`src/rtl/cf_bank_map_pipe.sv`:
```
// rtl/cf_bank_map_pipe.sv - Two-stage conflict-free bank mapper with conflict detection and counter
// Ports:
//   clk, rst           clock, synchronous active-low reset
//   in_valid/in_ready  input beat handshake; mode, lane_en, old_addr travel with the beat
//   out_valid/out_ready output beat handshake; new_addr, bank_num, lane_en_o, conflict travel with it
//   conflict_cnt       saturating count of delivered conflicting beats
//   cnt_clr            synchronous clear of conflict_cnt (wins over increment)
module cf_bank_map_pipe #(
   parameter int ADDR_W = 10,
   parameter int LOG_P  = 2,
   parameter int CNT_W  = 16
) (
   input  logic                                  clk,
   input  logic                                  rst,
   input  logic                                  in_valid,
   output logic                                  in_ready,
   input  logic                                  mode,
   input  logic [(1<<LOG_P)-1:0]                 lane_en,
   input  logic [(1<<LOG_P)*ADDR_W-1:0]          old_addr,
   output logic                                  out_valid,
   input  logic                                  out_ready,
   output logic [(1<<LOG_P)*(ADDR_W-LOG_P)-1:0]  new_addr,
   output logic [(1<<LOG_P)*LOG_P-1:0]           bank_num,
   output logic [(1<<LOG_P)-1:0]                 lane_en_o,
   output logic                                  conflict,
   output logic [CNT_W-1:0]                      conflict_cnt,
   input  logic                                  cnt_clr
);

   localparam int P     = 1 << LOG_P;
   localparam int NA_W  = ADDR_W - LOG_P;
   localparam int D     = (ADDR_W + LOG_P - 1) / LOG_P;
   localparam int PAD_W = D * LOG_P;

   // Per-lane address split: in-bank address, digit-sum bank, low-order bank
   logic [PAD_W-1:0]    padded;
   logic [LOG_P-1:0]    dsum;
   logic [P*NA_W-1:0]   in_naddr;
   logic [P*LOG_P-1:0]  in_dsum;
   logic [P*LOG_P-1:0]  in_lowb;

   always_comb begin
      padded   = '0;
      dsum     = '0;
      in_naddr = '0;
      in_dsum  = '0;
      in_lowb  = '0;
      for (int i = 0; i < P; i++) begin
         // zero-extend so the top digit is complete
         padded = PAD_W'(old_addr[i*ADDR_W +: ADDR_W]);
         dsum   = '0;
         // LOG_P-bit accumulator: the sum wraps, giving mod P for free
         for (int d = 0; d < D; d++) begin
            dsum = dsum + padded[d*LOG_P +: LOG_P];
         end
         in_dsum[i*LOG_P +: LOG_P] = dsum;
         in_lowb[i*LOG_P +: LOG_P] = padded[LOG_P-1:0];
         in_naddr[i*NA_W +: NA_W]  = padded[ADDR_W-1:LOG_P];
      end
   end

   // Advance chain: a stage may load when it is empty or the next stage moves
   logic s1_valid;
   logic s2_adv;
   logic s1_adv;

   assign s2_adv   = !out_valid || out_ready;
   assign s1_adv   = !s1_valid || s2_adv;
   assign in_ready = s1_adv;

   // Stage 1: both bank candidates are held and mode picks between them here
   logic [P*NA_W-1:0]   s1_naddr;
   logic [P*LOG_P-1:0]  s1_dsum;
   logic [P*LOG_P-1:0]  s1_lowb;
   logic [P-1:0]        s1_en;
   logic                s1_mode;
   logic [P*LOG_P-1:0]  s1_bank;
   logic                s1_conflict;

   always_ff @(posedge clk) begin
      if (!rst) begin
         s1_valid <= 1'b0;
         s1_naddr <= '0;
         s1_dsum  <= '0;
         s1_lowb  <= '0;
         s1_en    <= '0;
         s1_mode  <= 1'b0;
      end else if (s1_adv) begin
         s1_valid <= in_valid;
         if (in_valid) begin
            s1_naddr <= in_naddr;
            s1_dsum  <= in_dsum;
            s1_lowb  <= in_lowb;
            s1_en    <= lane_en;
            s1_mode  <= mode;
         end
      end
   end

   assign s1_bank = s1_mode ? s1_lowb : s1_dsum;

   always_comb begin
      s1_conflict = 1'b0;
      for (int i = 0; i < P; i++) begin
         for (int j = i + 1; j < P; j++) begin
            if (s1_en[i] && s1_en[j] &&
                (s1_bank[i*LOG_P +: LOG_P] == s1_bank[j*LOG_P +: LOG_P])) begin
               s1_conflict = 1'b1;
            end
         end
      end
   end

   // Stage 2: output registers, held while stalled
   always_ff @(posedge clk) begin
      if (!rst) begin
         out_valid <= 1'b0;
         new_addr  <= '0;
         bank_num  <= '0;
         lane_en_o <= '0;
         conflict  <= 1'b0;
      end else if (s2_adv) begin
         out_valid <= s1_valid;
         if (s1_valid) begin
            new_addr  <= s1_naddr;
            bank_num  <= s1_bank;
            lane_en_o <= s1_en;
            conflict  <= s1_conflict;
         end
      end
   end

   always_ff @(posedge clk) begin
      if (!rst) begin
         conflict_cnt <= '0;
      end else if (cnt_clr) begin
         conflict_cnt <= '0;
      end else if (out_valid && out_ready && conflict &&
                   (conflict_cnt != {CNT_W{1'b1}})) begin
         conflict_cnt <= conflict_cnt + 1'b1;
      end
   end

endmodule

```
`config.mk`:
```
export PLATFORM = sky130hd
export DESIGN_NAME = cf_bank_map_pipe
export DESIGN_NICKNAME = d
export VERILOG_FILES = /design/src/rtl/cf_bank_map_pipe.sv
export SDC_FILE = /design/constraint.sdc
export NUM_CORES = 1
export LEC_CHECK = 0
export ABC_AREA = 1
export ABC_CLOCK_PERIOD_IN_PS = 6360
export CAP_MARGIN = 15
export CORE_UTILIZATION = 55
export CTS_CLUSTER_DIAMETER = 80
export DETAILED_ROUTE_END_ITERATION = 10
export GPL_TIMING_DRIVEN = 0
export PLACE_DENSITY_LB_ADDON = 0.08
export SLEW_MARGIN = 20
export SYNTH_ARGS = -nofsm -noshare
export SYNTH_HDL_FRONTEND = slang
export SYNTH_SLANG_ARGS = --single-unit
```
`constraint.sdc`:
```
create_clock -name clk -period 6.36 [get_ports clk]
set_clock_uncertainty 0.05 [all_clocks]
set_input_delay 0.954 -clock clk [delete_from_list [all_inputs] [get_ports clk]]
set_output_delay 0.954 -clock clk [all_outputs]
set_load 0.02 [all_outputs]
```
==> qor.json, run 1 <==
{
  "drt_pre_antenna_iters": {"value": 5},
  "post_route_cells_drive_above_1_share": {"value": 0.0724},
  "cts_post_setup_buffers_inserted": {"value": 0},
  "power.share.clock": {"value": 0.460},
  "globalRouteOverflowTotal": {"value": 0},
  "clkTransAtPathRegs": {"value": 0.06, "unit": "ns"},
  "drc": {"value": 0},
  "synth_top_family_by_area": {"value": "simple AND/OR/NAND/NOR gates"},
  "layout.cells.most_common_list": {"value": "nor2_1 (160), dfxtp_1 (116), clkdlybuf4s50_1 (112)"},
  "end_kind": {"value": "flop"},
  "critPathBufInv": {"value": 4},
  "synthesis.instances": {"value": 698},
  "io_pins": {"value": 113},
  "chipWidth": {"value": 99.6, "unit": "um"},
  "fp.coreArea": {"value": 9240, "unit": "um^2"},
  "antennaDiodeCount": {"value": 0},
  "timing.critical_path.max_delay_family": {"value": "adder cells"},
  "synthAdderAreaFrac": {"value": 0.0483},
  "worst_hold_path_type": {"value": "reg -> reg"},
  "sw_frac_of_total": {"value": 0.271},
  "critical_path_arrival": {"value": 3.67, "unit": "ns"},
  "timing_max_transition_violations_final": {"value": 0},
  "power.static_leakage": {"value": 2.87, "unit": "nW"},
  "vias": {"value": 4990},
  "slew_headroom": {"value": 0.643},
  "worst_setup_path_start_kind": {"value": "input port"},
  "achievable-frequency": {"value": 0.303, "unit": "GHz"},
  "clock_tree.root_cell": {"value": "clkbuf_8"},
  "area_after_detailed_placement": {"value": 6520, "unit": "um^2"},
  "clock-sinks": {"value": 116},
  "flow.area_growth_from_synthesis": {"value": 36.4, "unit": "%"},
  "ys_ff_latch": {"value": 116},
  "wire_length_of_the_first_global_routing_pass": {"value": 22.7, "unit": "mm"},
  "combinational_cell_fraction_of_total_power": {"value": 0.167},
  "vdd_ir_drop_max": {"value": 178, "unit": "uV"},
  "fin_crit_sh": {"value": 0.519},
  "cts_inserted_buffers": {"value": 17},
  "post_cts_resize_count": {"value": 0},
  "drt-total-wl": {"value": 14.0, "unit": "mm"},
  "crit_required": {"value": 6.73, "unit": "ns"},
  "nets": {"value": 892},
  "syn-num-nets": {"value": 761},
  "critPathKind": {"value": "in -> reg"},
  "detailed_place_hpwl": {"value": 10.2, "unit": "mm"},
  "setup_repair_after_global_routing_missed_its_margin": {"value": "false"},
  "switching_power": {"value": 0.000583, "unit": "W"},
  "layout.area.seq": {"value": 2320, "unit": "um^2"},
  "multiInputGateArea": {"value": 2520, "unit": "um^2"},
  "hold_viol": {"value": 0},
  "commonest_non_fill_non_tap_cell_in_the_layout": {"value": "nor2_1"},
  "p_int": {"value": 0.00157, "unit": "W"},
  "gp_congestion": {"value": 0.873},
  "timing.max_cap.violations": {"value": 0},
  "post_synth_and_or_nand_nor_area_fraction": {"value": 0.231},
  "count_of_different_cell_masters_after_synthesis": {"value": 31},
  "route.detailed.vias_per_inst": {"value": 5.14},
  "yosys_warnings": {"value": 0},
  "power_density": {"value": 302, "unit": "nW/um^2"},
  "antenna_found_initial": {"value": 0},
  "placement_rows": {"value": 35},
  "grt.total_usage": {"value": 0.298},
  "hold_buffers": {"value": 0},
  "cp_slowest_stage_delay": {"value": 0.57, "unit": "ns"},
  "port-buffer-count": {"value": 112},
  "drt_iter0_drc": {"value": 246},
  "finalSetupViolCount": {"value": 0},
  "die_y": {"value": 99.6, "unit": "um"},
  "cpMaxStageDelayCell": {"value": "fa_1"},
  "synth_seq_area_share": {"value": 0.444},
  "pwr-share-seq": {"value": 0.373},
  "crit_fanout": {"value": 2},
  "post_synth_xor_area_fraction": {"value": 0.0586},
  "grt_max_degree": {"value": 17},
  "initial_core_utilization": {"value": 0.567},
  "floorplan.die_area": {"value": 9910, "unit": "um^2"},
  "clock_tree.htree_level_count": {"value": 4},
  "finalSetupTns": {"value": 0, "unit": "ns"},
  "crit_path_cell_trace": {"value": "clkdlybuf4s50_1, fa_1, inv_1, fa_1, inv_1, fa_1, xor2_1, xnor2_1, xnor2_1, nand2_1, nand2_1, inv_1"},
  "finished_cell_area": {"value": 7140, "unit": "um^2"},
  "ctsLongestPathBuffers": {"value": 2},
  "synthesis.area_per_instance": {"value": 7.50, "unit": "um^2"},
  "finalCriticalPeriod": {"value": 3.30, "unit": "ns"},
  "synth_mux_area_frac": {"value": 0},
  "tritoncts": {"value": "done"},
  "clock_insertion_delay_worst_skew": {"value": 0.52, "unit": "ns"},
  "grt_pass1_vias": {"value": 4903},
  "worstMarginPinSlew": {"value": 0.536, "unit": "ns"},
  "final_antenna_net_count": {"value": 0},
  "area_fraction_in_compound_gates_after_synthesis": {"value": 0.143},
  "detail_route.wl_per_cell": {"value": 14.5, "unit": "um"},
  "fillCellCount": {"value": 686},
  "mappedNetlistArea": {"value": 5240, "unit": "um^2"},
  "run_status": {"value": "completed"}
}
## worst min-delay path: cells and delay by family, from the launching register on
kind,cells,cell delay [ns]
flip-flops,1,0.32
AND/OR/NAND/NOR,2,0.12
## per-stage QoR
step	utilization	power, W	hold slack [ns]	setup WS (ns)	cells
final	0.773	0.00216	0.428	3.06	971
after global routing	0.773	0.00223	0.445	2.96	971
after CTS	0.773	0.00215	0.423	3.10	971
after detailed placement	0.705	0.00117	0.414	2.57	939
after global placement	0.705	0.00116	0.406	2.56	939
after floorplan	-	0.00103	0.394	3.21	698
## cells by family (layout without fill, tap and decap cells)
group,count (synthesis),after routing
buffers and inverters,93,237
DFF,116,116
adders and majority gates,13,13
AOI/OAI and AO/OA,143,143
and+or+nand+nor,298,298
xor gates and xnor gates,35,35
## layer usage
layer	global-route usage	routed length, um	vias to the layer above
li1	-	-	2485
met1	0.352	6060	2281
met2	0.517	6760	187
met3	0.0773	845	37
met4	0.114	371	0
met5	0	0	-
## synthesized netlist by cell type
master	instances	area, um^2
nor2_2	1	6.26
o21bai_1	1	7.51
a21boi_0	1	7.51
clkinv_1	1	3.75
nand2_2	4	25.0
inv_1	55	206
xor2_1	14	123
inv_2	2	7.51
inv_4	1	6.26
clkbuf_1	20	75.1
ha_1	1	12.5
nor2_1	160	601
nor3_1	7	35.0
buf_4	1	7.51
nor2_4	1	11.3
buf_6	4	45.0
a211oi_1	9	67.6
nand3b_1	1	7.51
nor3_2	4	40.0
o21ai_2	1	8.76
a21oi_1	35	175
fa_1	12	240
nand3_1	15	75.1
nand2_1	101	379
o21ai_1	4	20.0
o21ai_0	92	460
nand4_1	3	18.8
buf_2	9	45.0
xnor2_1	21	184
dfxtp_1	116	2320
nand2_4	1	11.3
## registers in the layout, summed over array words and instances, names as in the netlist, 4 cells and up
signal        cells
conflict_cnt     16
s1_lowb           8
s1_dsum           8
bank_num          8
new_addr         32
lane_en_o         4
s1_en             4
s1_naddr         32
## power by group through the flow
stage	combinational (W)	sequential [W]	clock, W
6_report	0.000360	0.000805	0.000991
5_1_grt	0.000395	0.000810	0.00103
4_1_cts	0.000358	0.000804	0.000992
3_5_place_dp	0.000353	0.000819	0
3_3_place_gp	0.000345	0.000817	0
2_1_floorplan	0.000195	0.000839	0
## worst paths after layout
check / start / endpoint / slack, ns / depth (start not counted)
min: new_addr[13] / new_addr[13] / 0.43 / 2
max: old_addr[30] / s1_dsum[7] / 3.06 / 12
min reg2reg: new_addr[13] / new_addr[13] / 0.43 / 2
max reg2reg: conflict_cnt[0] / conflict_cnt[11] / 4.61 / 8
## layout make-up
cell class              instances  share of cell area
clock inverters                15              0.0291
plain buffers                  34              0.0242
well taps                     129              0.0226
flip-flops and latches        116               0.325
repair buffers                112               0.157
clock buffers                  17              0.0580
inverters                      59              0.0314
multi-input cells             489               0.352
(Power assumes the default switching activity.)
==> inputs of run 2 (changes only) <==
- ABC_CLOCK_PERIOD_IN_PS: 6360 -> 2800
- CORE_UTILIZATION: 55 -> 46
- clock period: 6.36 -> 2.8 ns (I/O delays scaled with it)
==> run 2 against run 1 <==
Worst setup slack worse by 3.0 ns; count of clock-buffer cells in the layout is 5 higher; design area is 0.33% higher; via count is 0.26% lower; critical path depth stayed put; die area is 19% higher; sequential power is 130% higher; routed wire length is 1.4% higher; clock power is 130% higher; register-to-register slack worse by 3.6 ns; largest power group unchanged.
==> qor.json, run 2 (synthesis gave the netlist of run 1 again) <==
{
  "rr_startpoint": {"value": "conflict_cnt[0]"},
  "hold_buffers": {"value": 0, "change": "unchanged"},
  "drt-total-wl": {"value": 14.2, "unit": "mm", "change": "+1.4%"},
  "post-route-worst-setup-slack": {"value": 0.107, "unit": "ns", "change": "-2.95 ns"},
  "r2r_end": {"value": "conflict_cnt[14]"},
  "utilization": {"value": 0.652, "change": "-0.120"},
  "vdd_ir_drop_max": {"value": 346, "unit": "uV", "change": "+94%"},
  "globalRouteOverflowTotal": {"value": 0, "change": "unchanged"},
  "reg2reg_slack": {"value": 1.04, "unit": "ns", "change": "-3.57 ns"},
  "fillCellCount": {"value": 989, "change": "+44%"},
  "fp.coreArea": {"value": 11000, "unit": "um^2", "change": "+19%"},
  "placement_rows": {"value": 38, "change": "+8.6%"},
  "clkTransAtPathRegs": {"value": 0.05, "unit": "ns", "change": "about the same"},
  "clock_tree.htree_level_count": {"value": 4, "change": "unchanged"},
  "hold_viol": {"value": 0, "change": "unchanged"},
  "port-buffer-count": {"value": 112, "change": "unchanged"},
  "finalSetupViolCount": {"value": 0, "change": "unchanged"},
  "cts_post_setup_buffers_inserted": {"value": 0, "change": "unchanged"},
  "layout.area.seq": {"value": 2320, "unit": "um^2", "change": "unchanged"},
  "drt_iter0_drc": {"value": 317, "change": "+29%"},
  "worstMarginPinSlew": {"value": 0.572, "unit": "ns", "change": "+0.0359 ns"},
  "clock-sinks": {"value": 116, "change": "unchanged"},
  "grt.total_usage": {"value": 0.253, "change": "-0.0447"},
  "worst_setup_path_start_kind": {"value": "input port"},
  "layout.cells.most_common_list": {"value": "nor2_1 (160), dfxtp_1 (116), nand2_1 (101), clkdlybuf4s50_1 (101), o21ai_0 (92)"},
  "worst-r2r-cell-count": {"value": 8, "change": "unchanged"},
  "wirelength_met1": {"value": 6.44, "unit": "mm", "change": "+6.3%"},
  "top_layer": {"value": "met4"},
  "floorplan.die_area": {"value": 11800, "unit": "um^2", "change": "+19%"},
  "cell_depth_of_the_worst_min_delay_path": {"value": 3, "change": "+1"},
  "flow.area_growth_from_synthesis": {"value": 36.8, "unit": "%"},
  "grt_pass1_vias": {"value": 4674, "change": "-4.7%"},
  "timing.max_cap.violations": {"value": 0, "change": "unchanged"},
  "power_density": {"value": 681, "unit": "nW/um^2", "change": "+130%"},
  "setup_repair_after_global_routing_missed_its_margin": {"value": "false"},
  "wire_length_of_the_first_global_routing_pass": {"value": 22.7, "unit": "mm", "change": "-0.30%"},
  "detailed_place_hpwl": {"value": 10.4, "unit": "mm", "change": "+2.6%"},
  "startpoint": {"value": "old_addr[20]"},
  "met3WireLength": {"value": 916, "unit": "um", "change": "+8.4%"},
  "critical_path_arrival": {"value": 2.95, "unit": "ns", "change": "-0.72 ns"},
  "initial_core_utilization": {"value": 0.477, "change": "-0.0899"},
  "tritoncts": {"value": "done"},
  "die_y": {"value": 109, "unit": "um", "change": "+9.2%"},
  "min_to": {"value": "s1_naddr[10]"},
  "commonest_non_fill_non_tap_cell_in_the_layout": {"value": "nor2_1"},
  "nets": {"value": 892, "change": "unchanged"},
  "top_regs": {"value": "new_addr: 32 flops, s1_naddr: 32 flops, conflict_cnt: 16 flops"},
  "crit_required": {"value": 3.05, "unit": "ns", "change": "-3.68 ns"},
  "multiInputGateArea": {"value": 2530, "unit": "um^2", "change": "+0.70%"},
  "finalCriticalPeriod": {"value": 2.69, "unit": "ns"},
  "fin_crit_sh": {"value": 0.962},
  "cts_inserted_buffers": {"value": 17, "change": "unchanged"},
  "chipWidth": {"value": 109, "unit": "um", "change": "+9.2%"},
  "drc": {"value": 0, "change": "unchanged"},
  "clock_insertion_delay_worst_skew": {"value": 0.41, "unit": "ns", "change": "-0.11 ns"},
  "drt_pre_antenna_iters": {"value": 5, "change": "unchanged"},
  "grt_max_degree": {"value": 17, "change": "unchanged"},
  "crit_fanout": {"value": 2, "change": "unchanged"},
  "dpl_worst_slack": {"value": -0.477, "unit": "ns", "change": "-3.05 ns"},
  "route.detailed.vias_per_inst": {"value": 5.07, "change": "-1.4%"},
  "antenna_found_initial": {"value": 1, "change": "+1"},
  "worst_hold_path_type": {"value": "in -> reg"},
  "io_pins": {"value": 113, "change": "unchanged"},
  "launch_instance_of_the_worst_min_delay_path": {"value": "old_addr[14]"},
  "slew_headroom": {"value": 0.619, "change": "-0.0239"},
  "ctsLongestPathBuffers": {"value": 2, "change": "unchanged"},
  "power.static_leakage": {"value": 2.94, "unit": "nW", "change": "+2.2%"},
  "critPathKind": {"value": "in -> reg"},
  "routed-wl-met2": {"value": 6.66, "unit": "mm", "change": "-1.6%"},
  "final_antenna_net_count": {"value": 0, "change": "unchanged"},
  "detail_route.wl_per_cell": {"value": 14.5, "unit": "um", "change": "+0.30%"},
  "post_route_cells_drive_above_1_share": {"value": 0.0737, "change": "+0.00128"},
  "end_kind": {"value": "flop"},
  "gp_congestion": {"value": 0.859, "change": "-1.6%"},
  "vias": {"value": 4977, "change": "-0.26%"},
  "run_status": {"value": "completed"},
  "clock_tree.root_cell": {"value": "clkbuf_16"},
  "achievable-frequency": {"value": 0.371, "unit": "GHz"},
  "timing_max_transition_violations_final": {"value": 0, "change": "unchanged"}
}
[run 2: cell types whose count changed in the layout (fill, tap and decap cells not counted), sizes merged, moves of 3 or more]
cell,previous run,this run
clkbuf,37,42
clkdlybuf4s50,112,101
clkinvlp,4,1
dlygate4sd2,0,7
dlymetal6s2s,0,4
[run 2: critical path, cell delays in order]
cell	delay, ns
dlygate4sd2_1	0.27
fa_1	0.53
inv_1	0.04
fa_1	0.47
inv_1	0.05
fa_1	0.40
xor2_2	0.18
xnor2_2	0.14
xnor2_1	0.24
nand2_1	0.09
nand2_1	0.07
inv_1	0.03
[run 2: final cells by class]
cell class | count | share of cell area
Multi-Input combinational cell | 489 | 0.354
Antenna cell | 1 | 0.000349
Clock buffer | 22 | 0.0676
Clock inverter | 9 | 0.0176
Timing Repair Buffer | 112 | 0.157
Buffer | 34 | 0.0241
Inverter | 59 | 0.0313
Tap cell | 140 | 0.0245
Sequential cell | 116 | 0.324
[run 2: power by group]
group	internal (W)	switching, W	total (W)
clock network	0.00148	0.000752	0.00224
logic	0.000357	0.000460	0.000817
registers	0.00177	0.0000609	0.00183
total	0.00361	0.00127	0.00488
[run 2: worst max path at each step]
stage | end | slack (ns) | cells after the start
detailed placement | s1_dsum[7] | -0.48 | 12
global route | s1_dsum[5] | 0.02 | 12
global placement | s1_dsum[7] | -0.44 | 12
finish | s1_dsum[5] | 0.11 | 12
CTS | s1_dsum[7] | 0.02 | 12
floorplan | s1_dsum[5] | 0.19 | 11
[run 2: per-layer routing]
layer  GRT usage  vias up
met1       0.327     2315
met4      0.0859        0
met3      0.0598       22
met2       0.414      158
li1            -     2482
met5           0        -
[run 2: what timing repair did]
item | CTS | global route
resized for setup | 7 | 7
pin swaps | 3 | 9
setup endpoints to repair | 4 | 4
[run 2: per-stage QoR]
step	power (W)	hold WS (ns)	instance area [um^2]	instances	setup TNS, ns
2_1_floorplan	0.00235	0.394	5240	698	0
3_3_place_gp	0.00266	0.407	6530	950	-1.87
3_5_place_dp	0.00267	0.411	6530	950	-2.07
4_1_cts	0.00489	0.420	7130	981	0
5_1_grt	0.00509	0.339	7160	981	0
6_report	0.00488	0.310	7160	982	0
